--- config.mk ---
export PLATFORM = sky130hd
export DESIGN_NAME = univ_reg
export DESIGN_NICKNAME = d
export VERILOG_FILES = /design/src/rtl/univ_reg_pkg.sv /design/src/rtl/univ_reg_next.sv /design/src/rtl/univ_reg.sv
export SDC_FILE = /design/constraint.sdc
export NUM_CORES = 1
export LEC_CHECK = 0
export BUFFER_PORTS_ARGS = -buffer_cell sky130_fd_sc_hd__buf_2
export CAP_MARGIN = 25
export CORE_ASPECT_RATIO = 1.75
export CORE_UTILIZATION = 44
export CTS_BUF_LIST = sky130_fd_sc_hd__clkbuf_8
export DETAILED_ROUTE_END_ITERATION = 10
export GPL_TIMING_DRIVEN = 0
export PLACE_DENSITY = 0.79
export SLEW_MARGIN = 20
export SYNTH_ARGS = -nofsm -noshare
export SYNTH_HDL_FRONTEND = slang
export SYNTH_SLANG_ARGS = --single-unit
--- constraint.sdc ---
create_clock -name clk -period 4.21 [get_ports clk]
set_input_delay 0.2105 -clock clk [delete_from_list [all_inputs] [get_ports clk]]
set_output_delay 0.2105 -clock clk [all_outputs]
set_load 0.01 [all_outputs]
--- src/rtl/univ_reg_pkg.sv ---
// Shared mode encodings for the universal register and the code that drives it.
// The register can hold, load, shift, rotate, increment or decrement.
package univ_reg_pkg;

  localparam logic [2:0] MODE_HOLD = 3'b000;
  localparam logic [2:0] MODE_LOAD = 3'b001;
  localparam logic [2:0] MODE_SHL  = 3'b010;
  localparam logic [2:0] MODE_SHR  = 3'b011;
  localparam logic [2:0] MODE_ROL  = 3'b100;
  localparam logic [2:0] MODE_ROR  = 3'b101;
  localparam logic [2:0] MODE_INC  = 3'b110;
  localparam logic [2:0] MODE_DEC  = 3'b111;

  // Only HOLD leaves the carry flag untouched; every other mode rewrites it.
  function automatic logic mode_updates_co(input logic [2:0] mode_i);
    return (mode_i != MODE_HOLD);
  endfunction

endpackage

--- src/rtl/univ_reg_next.sv ---
// Purely combinational next-state datapath: given the current contents and the
// mode, produce the next register value and the next carry/shift-out bit.
module univ_reg_next
  import univ_reg_pkg::*;
#(
  parameter int WIDTH = 8
) (
  input  logic [WIDTH-1:0] q_i,
  input  logic [WIDTH-1:0] d_i,
  input  logic             sin_i,
  input  logic [2:0]       mode_i,
  output logic [WIDTH-1:0] q_nxt_o,
  output logic             co_nxt_o
);

  localparam logic [WIDTH:0] ONE_EXT = {{WIDTH{1'b0}}, 1'b1};

  logic [WIDTH:0] inc_s;
  logic [WIDTH:0] dec_s;

  // The extra top bit is the carry for INC and the borrow for DEC.
  assign inc_s = {1'b0, q_i} + ONE_EXT;
  assign dec_s = {1'b0, q_i} - ONE_EXT;

  // Mode table: next value and next carry/shift-out.
  always_comb begin
    q_nxt_o  = q_i;
    co_nxt_o = 1'b0;
    case (mode_i)
      MODE_HOLD: begin
        q_nxt_o  = q_i;
        co_nxt_o = 1'b0;
      end
      MODE_LOAD: begin
        q_nxt_o  = d_i;
        co_nxt_o = 1'b0;
      end
      MODE_SHL: begin
        q_nxt_o  = {q_i[WIDTH-2:0], sin_i};
        co_nxt_o = q_i[WIDTH-1];
      end
      MODE_SHR: begin
        q_nxt_o  = {sin_i, q_i[WIDTH-1:1]};
        co_nxt_o = q_i[0];
      end
      MODE_ROL: begin
        q_nxt_o  = {q_i[WIDTH-2:0], q_i[WIDTH-1]};
        co_nxt_o = q_i[WIDTH-1];
      end
      MODE_ROR: begin
        q_nxt_o  = {q_i[0], q_i[WIDTH-1:1]};
        co_nxt_o = q_i[0];
      end
      MODE_INC: begin
        q_nxt_o  = inc_s[WIDTH-1:0];
        co_nxt_o = inc_s[WIDTH];
      end
      MODE_DEC: begin
        q_nxt_o  = dec_s[WIDTH-1:0];
        co_nxt_o = dec_s[WIDTH];
      end
      default: begin
        q_nxt_o  = q_i;
        co_nxt_o = 1'b0;
      end
    endcase
  end

endmodule

--- src/rtl/univ_reg.sv ---
// Universal WIDTH-bit register: state flops, reset/clear/enable priority and
// the combinational complement and zero-detect outputs.
module univ_reg
  import univ_reg_pkg::*;
#(
  parameter int               WIDTH     = 8,
  parameter logic [WIDTH-1:0] RESET_VAL = '0
) (
  input  logic             clk,
  input  logic             rstn,
  input  logic             en,
  input  logic             sclr,
  input  logic [2:0]       mode,
  input  logic [WIDTH-1:0] d,
  input  logic             sin,
  output logic [WIDTH-1:0] q,
  output logic [WIDTH-1:0] qbar,
  output logic             co,
  output logic             zero
);

  logic [WIDTH-1:0] q_q;
  logic [WIDTH-1:0] q_d;
  logic             co_q;
  logic             co_d;
  logic [WIDTH-1:0] nxt_q_s;
  logic             nxt_co_s;

  univ_reg_next #(
    .WIDTH (WIDTH)
  ) u_next (
    .q_i      (q_q),
    .d_i      (d),
    .sin_i    (sin),
    .mode_i   (mode),
    .q_nxt_o  (nxt_q_s),
    .co_nxt_o (nxt_co_s)
  );

  // Edge priority: clear beats enable, enable gates the mode result.
  always_comb begin
    q_d  = q_q;
    co_d = co_q;
    if (sclr) begin
      q_d  = RESET_VAL;
      co_d = 1'b0;
    end else if (en && mode_updates_co(mode)) begin
      q_d  = nxt_q_s;
      co_d = nxt_co_s;
    end else begin
      q_d  = q_q;
      co_d = co_q;
    end
  end

  // State flops with asynchronous active-low reset.
  always_ff @(posedge clk or negedge rstn) begin
    if (!rstn) begin
      q_q  <= RESET_VAL;
      co_q <= 1'b0;
    end else begin
      q_q  <= q_d;
      co_q <= co_d;
    end
  end

  assign q    = q_q;
  assign co   = co_q;
  assign qbar = ~q_q;
  assign zero = (q_q == {WIDTH{1'b0}});

endmodule

**Yosys cells after proc, flatten, opt, wreduce, memory -nomap -nowiden**

Cells that the tools add are included.

- Register bits after elaboration: 9
- Word-level logic and storage cells: 28
- Bits of input ports: 16

- Reductions and logical operators: 9
- Add/sub/neg operators: 2
- Muxes and demuxes: 6
- Equality and inequality tests: 8
- Bitwise operators: 1

Operators by type and width:

| kind | count |
|---|---|
| $pmux 8 s7 | 1 |
| $mux 8 | 2 |
| $eq 3x3->1 const B | 4 |
| $add 8x1->9 const B | 1 |
| $sub 8x1->9 const B | 1 |
| $logic_not 8->1 | 1 |
| $not 8->8 | 1 |
| $eq 3x2->1 const B | 2 |
| $reduce_or 2->1 | 3 |
| $pmux 1 s5 | 1 |
| $eq 3x1->1 const B | 1 |
| $logic_not 3->1 | 1 |
| $reduce_bool 3->1 | 1 |
| $mux 1 | 2 |
| $ne 2x2->1 const B | 1 |
| $reduce_and 2->1 | 1 |
| $reduce_bool 2->1 | 1 |
| $logic_and 1x1->1 | 1 |

**Logic depth before layout (Yosys ltp)**

Gate-level depths: netlist of the first run.

- Word-level depth: 5
- Depth in mapped cells: 8

**By module**

A second synthesis of the first run with hierarchy kept.

- Cell total of the unflattened synthesis: 180
- Area total of the unflattened synthesis: 1422.6 um2

Modules (own cells, without submodules):

| module | area an instance (um2) | seq. area each (um2) | cells an instance | instances |
|---|---|---|---|---|
| univ_reg_next | 943.4 | 0.0 | 128 | 1 |
| univ_reg | 479.2 | 225.2 | 52 | 1 |

**Worst setup path before layout of the first run**

OpenSTA, ideal clock, no wires.

- Kind: flip-flop to flip-flop
- Start: reg q_q[4], in the netlist q[4]
- End: reg q_q[7], in the netlist q[7]
- Setup time: 118 ps
- Clock period less this slack: 1834 ps
- Data required time: 4092 ps
- Stages on the path, launching flop included: 7
- Setup slack: 2376 ps
- Arrival time: 1716 ps
- Cell sequence: dfrtp_1 -> buf_6 -> or4_4 -> nor3_2 -> xnor2_1 -> a32o_1 -> a21o_1

- Word-level cells in the longest chain between the ends: 4

Ends and longest elaborated chain:

| element | line | RTL |
|---|---|---|
| from (decl) | univ_reg.sv:22 | `logic [WIDTH-1:0] q_q;` |
| from (signal assigned) | univ_reg.sv:62 | `q_q <= q_d;` |
| $sub 8x1->9 / $add 8x1->9 (equally long branches) | univ_reg_next.sv:23, univ_reg_next.sv:22 |  |
| $pmux 8 s7 (*) | univ_reg_next.sv:29 | `case (mode_i)` |
| $mux 8 (*) | univ_reg.sv:47 | `end else if (en && mode_updates_co(mode)) begin` |
| $mux 8 (*) | univ_reg.sv:44 | `if (sclr) begin` |

Mark *: on every way between the ends. The rest lies on a longest branch, timed or not. The select of a mux whose other input is x is not followed.
A chain may end at the register's enable or synchronous reset.

**Final worst setup path of the first run**

- Start: reg q_q[4], in the netlist q[4]
- End: out zero

- Word-level cells in the longest chain between the ends: 1

Ends and longest elaborated chain:

| element | line | RTL |
|---|---|---|
| $logic_not 8->1 | univ_reg.sv:70 | `assign zero = (q_q == {WIDTH{1'b0}});` |
| to (decl) | univ_reg.sv:19 | `output logic zero` |

Every way passes these cells.

==> metrics.log, run 1 <==
INFO  metric hold_class = in -> reg
INFO  metric timing.critical_path.to_type = output port
INFO  metric n_antenna_cell = 0
INFO  metric cpMaxStageDelayCell = sky130_fd_sc_hd__or4_4
INFO  metric max-clock-path-buffers = 2
INFO  metric report.final.setup_viol = 0
INFO  metric top_level_ports = 34
INFO  metric seq_area_frac_synth = 22.2%
INFO  metric crit_chain = buf_6, or4_4, nor3_1, and2_1, buf_2
INFO  metric skew = 4.39 ps
INFO  metric start_util = 47.3%
INFO  metric post-route-util = 58.9%
INFO  metric critical_path.top_delay_family = simple AND/OR/NAND/NOR gates
INFO  metric placementRows = 22
INFO  metric clk_latency = 240 ps
INFO  metric ir_drop = 0.000153 V
INFO  metric gate_count_after_technology_mapping = 141
INFO  metric top_layer_used = met4
INFO  metric routed_wire_length_per_instance = 15.6 um
INFO  metric synthesis.area = 1010 um^2
INFO  metric netlist_top_cells_area = sky130_fd_sc_hd__dfrtp_1 (22%), sky130_fd_sc_hd__nand2_1 (5.2%), sky130_fd_sc_hd__a21oi_1 (4.9%)
INFO  metric crit_path_max_fanout = 9
INFO  metric post-route-period-util = 47.3%
INFO  metric cts_setup_buffers = 0
INFO  metric postRouteWirelength = 3170 um
INFO  metric clk_transition_reported_paths = 50 ps
INFO  metric detail_route.vias_per_cell = 6.24
INFO  metric grt_pass1_vias = 1193
INFO  metric drv_cap = 0
INFO  metric worstSetupPathType = reg -> out
INFO  metric post_synth.cell_area_avg = 7.20 um^2
INFO  metric met2RoutedLength = 1660 um
INFO  metric grt_first_pass_wirelength = 5380 um
INFO  metric number_of_register_bits_inferred_by_synthesis = 9
INFO  metric final_area = 1260 um^2
INFO  metric coreArea = 2150 um^2
INFO  metric critical_path_arrival = 1780 ps
INFO  metric cpPeakStageDelay = 550 ps
INFO  metric gr-usage-all-layers = 29.5%
INFO  metric antenna_violations_before_repair = 0
INFO  metric synth_common_cells = sky130_fd_sc_hd__nand2_1 (14), sky130_fd_sc_hd__nor2_1 (13), sky130_fd_sc_hd__a21oi_1 (10), sky130_fd_sc_hd__inv_1 (10), sky130_fd_sc_hd__dfrtp_1 (9)
INFO  metric cts_tree = yes
INFO  metric power_density_of_the_placed_cells = 278 nW/um^2
INFO  metric drc_violation_count_after_routing = 0
INFO  metric floorplan.die.width = 38.3 um
INFO  metric cts-resized-gates = 0
INFO  metric timing.critical_path.from_type = flip-flop
INFO  metric cts-buffers-inserted = 3
INFO  metric finalWeightedCongestion = 0.942
INFO  metric fp.dieArea = 2510 um^2
INFO  metric ys_warn_count = 0
INFO  metric vias = 1267
INFO  metric worst_margin_slew = 860 ps
INFO  metric yosys.area.top_type = sky130_fd_sc_hd__dfrtp_1
INFO  metric synth_enable_flop_cells = 0
INFO  metric postSynth.topFlopCell = sky130_fd_sc_hd__dfrtp_1
INFO  metric clock-root-buffer = sky130_fd_sc_hd__clkbuf_8
INFO  metric max_freq = 0.503 GHz
INFO  metric hold_viol_final = 0
INFO  metric netlist-cell-type-count = 44
INFO  metric grt_start_max_net_pins = 11
INFO  metric cp.required = 4000 ps
INFO  metric synth_async_sr_flop_share = 100%
INFO  metric die_y = 65.5 um
INFO  metric area_delta_synth_final = 24.7%
INFO  metric nNetsFinal = 199
INFO  metric timing.setup.tns = 0 ps
INFO  metric numClockSinks = 9
INFO  metric synth.net_count = 160
INFO  metric placedInstanceArea = 1210 um^2
INFO  metric synth_top_area_share = 22.2%
INFO  metric synth_most_common_cell = sky130_fd_sc_hd__nand2_1
INFO  metric ant_nets = 0
INFO  metric power.static_leakage = 0.580 nW
INFO  metric timing.final.max_slew_violations = 0
INFO  metric drt_first_pass_iters = 4
INFO  metric place.detailed.hpwl = 2390 um
INFO  metric wl_met3 = 218 um
INFO  metric timing.final.crit_period = 1990 ps
INFO  metric maxSlewHeadroom = 42.7%
INFO  metric crit_buf_inv = 2
INFO  metric numPortBuffers = 33
INFO  metric htree_num_levels = 1
INFO  metric met1_length = 1130 um
INFO  metric globalRouteOverflowTotal = 0
INFO  metric share_of_final_layout_standard_cells_stronger_than_drive_strength_1 = 25.7%
INFO  metric outcome = complete, no violations
INFO  metric grt_setup_unrepaired = false
INFO  metric detailedRoute.firstIterationViolations = 104
[cell type report]
class,count,area (um^2)
Multi-Input combinational cell,111,699
Sequential cell,9,225
Clock inverter,1,3.75
Tap cell,24,30.0
Clock buffer,3,41.3
Buffer,11,52.6
Timing Repair Buffer,34,175
Inverter,10,37.5
Fill cell,217,882
[tightest hold or removal path, stage by stage]
cell	delay [ps]
sky130_fd_sc_hd__buf_2	100
sky130_fd_sc_hd__nor2_1	90
sky130_fd_sc_hd__o31ai_1	70
[flip-flops by register name, summed over array words and instances (netlist names)]
register,flops
q,8
co,1
[cells by family after synthesis]
logic type / after synthesis / synth area share (%)
AO/OA/AOI/OAI: 43 / 28.7
XOR/XNOR: 5 / 4.32
adder cells (fa/ha/maj): 3 / 3.70
buffers and inverters: 21 / 8.88
flip-flops: 9 / 22.2
multiplexers: 4 / 3.95
AND/OR/NAND/NOR: 56 / 28.2
[routing by layer]
| metal | GRT usage, % | vias up |
|---|---|---|
| met4 | 17.9 | 0 |
| met5 | 0 | - |
| li1 | - | 591 |
| met2 | 48.7 | 68 |
| met1 | 34.5 | 588 |
| met3 | 3.38 | 20 |
[worst paths after layout]
check                      cells past startpoint  start  endpoint  slack (ps)
max in group asynchronous                      2   rstn        co        3670
min in group asynchronous                      2   rstn      q[3]         350
max                                            5   q[4]      zero        2220
min reg2reg                                    3     co        co         570
min                                            3   d[0]      q[0]         270
max reg2reg                                    6   q[4]      q[7]        2340
[cell usage in the layout (no fill, tap or decap), types with 2 or more instances in the layout]
master,synthesis,routed
sky130_fd_sc_hd__buf_2,3,36
sky130_fd_sc_hd__nand2_1,14,14
sky130_fd_sc_hd__nor2_1,13,13
sky130_fd_sc_hd__inv_1,10,11
sky130_fd_sc_hd__a21oi_1,10,10
sky130_fd_sc_hd__dfrtp_1,9,9
sky130_fd_sc_hd__o21ai_0,7,7
sky130_fd_sc_hd__clkbuf_1,6,6
sky130_fd_sc_hd__nand3_1,5,5
sky130_fd_sc_hd__xnor2_1,5,5
sky130_fd_sc_hd__nor3_1,4,4
sky130_fd_sc_hd__and2_1,4,4
sky130_fd_sc_hd__mux2i_1,4,4
sky130_fd_sc_hd__o22ai_1,4,4
sky130_fd_sc_hd__a221oi_1,3,3
sky130_fd_sc_hd__a211oi_1,3,3
sky130_fd_sc_hd__a31oi_1,3,3
sky130_fd_sc_hd__ha_1,3,3
sky130_fd_sc_hd__clkbuf_8,0,3
sky130_fd_sc_hd__nor2b_1,2,2
sky130_fd_sc_hd__nand2b_1,2,2
sky130_fd_sc_hd__or2_2,2,2
sky130_fd_sc_hd__nand4_1,2,2
sky130_fd_sc_hd__nor4_1,2,2
[what timing repair did]
action / 4_1_cts / 5_1_grt
endpoints found under the hold margin: 9 / 0
hold buffers: 1 / 0
endpoints found under the setup margin: 0 / 0
[report_power, final]
part           internal (W)  switching, W
sequential        0.0000934    0.00000855
clock             0.0000642     0.0000414
combinational     0.0000619     0.0000823
[through the flow]
stage / total power [W] / cells / hold slack, ps / worst slack, ps
global route: 0.000373 / 203 / 293 / 2100
floorplan: 0.000199 / 141 / -85.1 / 2380
global placement: 0.000242 / 198 / 81.0 / 2360
finish: 0.000352 / 203 / 271 / 2220
detailed placement: 0.000245 / 198 / 82.7 / 2340
CTS: 0.000349 / 203 / 278 / 2220
No activity file was read; power rests on OpenSTA's default activity.
==> run 2: changes to the inputs <==
--- a/config.mk
+++ b/config.mk
@@ -12,7 +12,7 @@
 export CTS_BUF_LIST = sky130_fd_sc_hd__clkbuf_8
 export DETAILED_ROUTE_END_ITERATION = 10
 export GPL_TIMING_DRIVEN = 0
-export PLACE_DENSITY = 0.79
+export PLACE_DENSITY = 0.82
 export SLEW_MARGIN = 20
 export SYNTH_ARGS = -nofsm -noshare
 export SYNTH_HDL_FRONTEND = slang
==> constraint.sdc (replaced) <==
create_clock -name clk -period 1.62 [get_ports clk]
set_input_delay 0.081 -clock clk [delete_from_list [all_inputs] [get_ports clk]]
set_output_delay 0.081 -clock clk [all_outputs]
set_load 0.01 [all_outputs]
==> run 2 against run 1 <==
Compared with the run above:
- the flow now finishes with violations (setup timing)
- global-route usage up 1.7 points
- register-to-register slack lost 2600 ps
- first-iteration DRC count decreased by 8.7%
- critical path type is now reg -> reg
==> metrics.log, run 2 (synthesized netlist as in run 1, its figures left out) <==
INFO  metric grt_start_max_net_pins = 11
INFO  metric grt_first_pass_wirelength = 5620 um
INFO  metric detailedRoute.firstIterationViolations = 95
INFO  metric max-clock-path-buffers = 2
INFO  metric violated_checks = setup timing
INFO  metric htree_num_levels = 1
INFO  metric crit_buf_inv = 0
INFO  metric clk_transition_reported_paths = 50 ps
INFO  metric globalRouteOverflowTotal = 0
INFO  metric critical_path_arrival = 1980 ps
INFO  metric crit_path_max_fanout = 8
INFO  metric floorplan.die.width = 38.3 um
INFO  metric nNetsFinal = 201
INFO  metric cp.required = 1750 ps
INFO  metric clock-root-buffer = sky130_fd_sc_hd__clkbuf_8
INFO  metric hold_class = in -> reg
INFO  metric final_area = 1350 um^2
INFO  metric drt_first_pass_iters = 7
INFO  metric most_common_library_cell_in_the_layout_ignoring_fill_and_taps = sky130_fd_sc_hd__buf_2
INFO  metric worst_slack = -225 ps
INFO  metric placementRows = 22
INFO  metric post-route-period-util = 114%
INFO  metric top_level_ports = 34
INFO  metric n_antenna_cell = 0
INFO  metric place.detailed.hpwl = 2330 um
INFO  metric clk_latency = 250 ps
INFO  metric fill_cells = 179
INFO  metric coreArea = 2150 um^2
INFO  metric die_y = 65.5 um
INFO  metric ant_nets = 0
INFO  metric hold_viol_final = 0
INFO  metric timing.critical_path.from_type = flip-flop
INFO  metric numClockSinks = 9
INFO  metric cpPeakStageDelay = 590 ps
INFO  metric numPortBuffers = 33
INFO  metric antenna_violations_before_repair = 0
INFO  metric gr-usage-all-layers = 31.2%
INFO  metric worstSetupPathType = reg -> reg
INFO  metric detailedPlace.worstSlack = -184 ps
INFO  metric maxSlewHeadroom = 40.3%
INFO  metric critical_path.top_delay_family = simple AND/OR/NAND/NOR gates
INFO  metric skew = 5.84 ps
INFO  metric cts_tree = yes
INFO  metric placedInstanceArea = 1220 um^2
INFO  metric routed_wire_length_per_instance = 16.8 um
INFO  metric layout_common_cells = sky130_fd_sc_hd__buf_2 (35), sky130_fd_sc_hd__nand2_1 (14), sky130_fd_sc_hd__nor2_1 (13)
INFO  metric timing.setup.tns = -488 ps
INFO  metric max_freq = 0.542 GHz
INFO  metric timing.critical_path.to_type = flip-flop
INFO  metric area_delta_synth_final = 33.4%
INFO  metric post-route-util = 63.1%
INFO  metric ir_drop = 0.000473 V
INFO  metric grt_pass1_vias = 1235
INFO  metric drv_cap = 0
INFO  metric power_density_of_the_placed_cells = 723 nW/um^2
INFO  metric vias = 1315
INFO  metric cpMaxStageDelayCell = sky130_fd_sc_hd__or4_4
INFO  metric report.final.setup_viol = 3
INFO  metric cts-buffers-inserted = 3
INFO  metric finalWeightedCongestion = 0.938
INFO  metric grt_setup_unrepaired = true
INFO  metric timing.final.max_slew_violations = 0
INFO  metric drc_violation_count_after_routing = 0
INFO  metric fp.dieArea = 2510 um^2
INFO  metric start_util = 47.3%
INFO  metric detail_route.vias_per_cell = 6.41
INFO  metric power.static_leakage = 0.610 nW
INFO  metric outcome = complete, but fails checks
INFO  metric postRouteWirelength = 3450 um
INFO  metric worst_margin_slew = 895 ps
INFO  metric share_of_final_layout_standard_cells_stronger_than_drive_strength_1 = 32.6%
INFO  metric crit_chain = or4_4, nor3_4, xnor2_1, a32o_1, a21o_1
INFO  metric largest_register_ffs = 8
INFO  metric timing.final.crit_period = 1840 ps
==> run 2: cell types whose count changed in the layout (fill, tap and decap cells not counted), moves of 2 or more <==
cell                       before  now
sky130_fd_sc_hd__inv_1         11    9
sky130_fd_sc_hd__o21ai_0        7    5
sky130_fd_sc_hd__o21ai_1        0    2
sky130_fd_sc_hd__buf_4          0    3
sky130_fd_sc_hd__nor3_4         0    2
sky130_fd_sc_hd__clkbuf_1       6    4
sky130_fd_sc_hd__buf_6          1    3
==> run 2: area by class of cell <==
class	instances	area (um^2)	area share [%]
repair buffers	37	198	14.6
clock inverters	1	3.75	0.277
multi-input cells	111	752	55.5
clock buffers	3	41.3	3.05
inverters	10	40.0	2.96
flip-flops and latches	9	226	16.7
well taps	24	30.0	2.22
plain buffers	10	62.6	4.62
==> run 2: worst paths after layout <==
| kind | startpoint | end | slack [ps] | depth (start not counted) |
|---|---|---|---|---|
| setup / recovery | q[5] | q[7] | -220 | 5 |
| hold / removal | d[0] | q[0] | 130 | 3 |
| setup reg to reg | q[5] | q[7] | -220 | 5 |
| hold reg to reg | co | co | 590 | 3 |
| max in group asynchronous | rstn | q[5] | 1190 | 2 |
| min in group asynchronous | rstn | q[2] | 220 | 2 |
==> run 2: through the flow <==
step / hold WS (ps) / power, W / instances
finish: 131 / 0.000979 / 205
global route: 180 / 0.00104 / 205
CTS: 133 / 0.000942 / 204
detailed placement: -46.6 / 0.000641 / 198
global placement: -48.8 / 0.000630 / 198
floorplan: -215 / 0.000521 / 141
==> run 2: routing by layer <==
metal  vias to the layer above  routed length [um]  GRT usage (%)
met5                         -                   0              0
met4                         0                 165           17.9
met3                        26                 281           3.04
met2                       103                1780           51.5
met1                       590                1220           37.3
li1                        596                   -              -
==> run 2: tightest hold or removal path, cell delays in order <==
cell                      delay (ps)
sky130_fd_sc_hd__buf_2            90
sky130_fd_sc_hd__nor2_1           90
sky130_fd_sc_hd__o31ai_1          70
==> run 2: timing repair <==
action | CTS | global route
hold buffers | 1 | 0
gates resized for setup | 9 | 13
buffers inserted | 1 | 2
pin swaps | 0 | 5
setup endpoints to repair | 6 | 9
hold endpoints to repair | 9 | 0
==> run 2: report_power, final <==
group          switching [W]  internal (W)
clock               0.000109      0.000167
combinational       0.000242      0.000191
sequential         0.0000274      0.000243
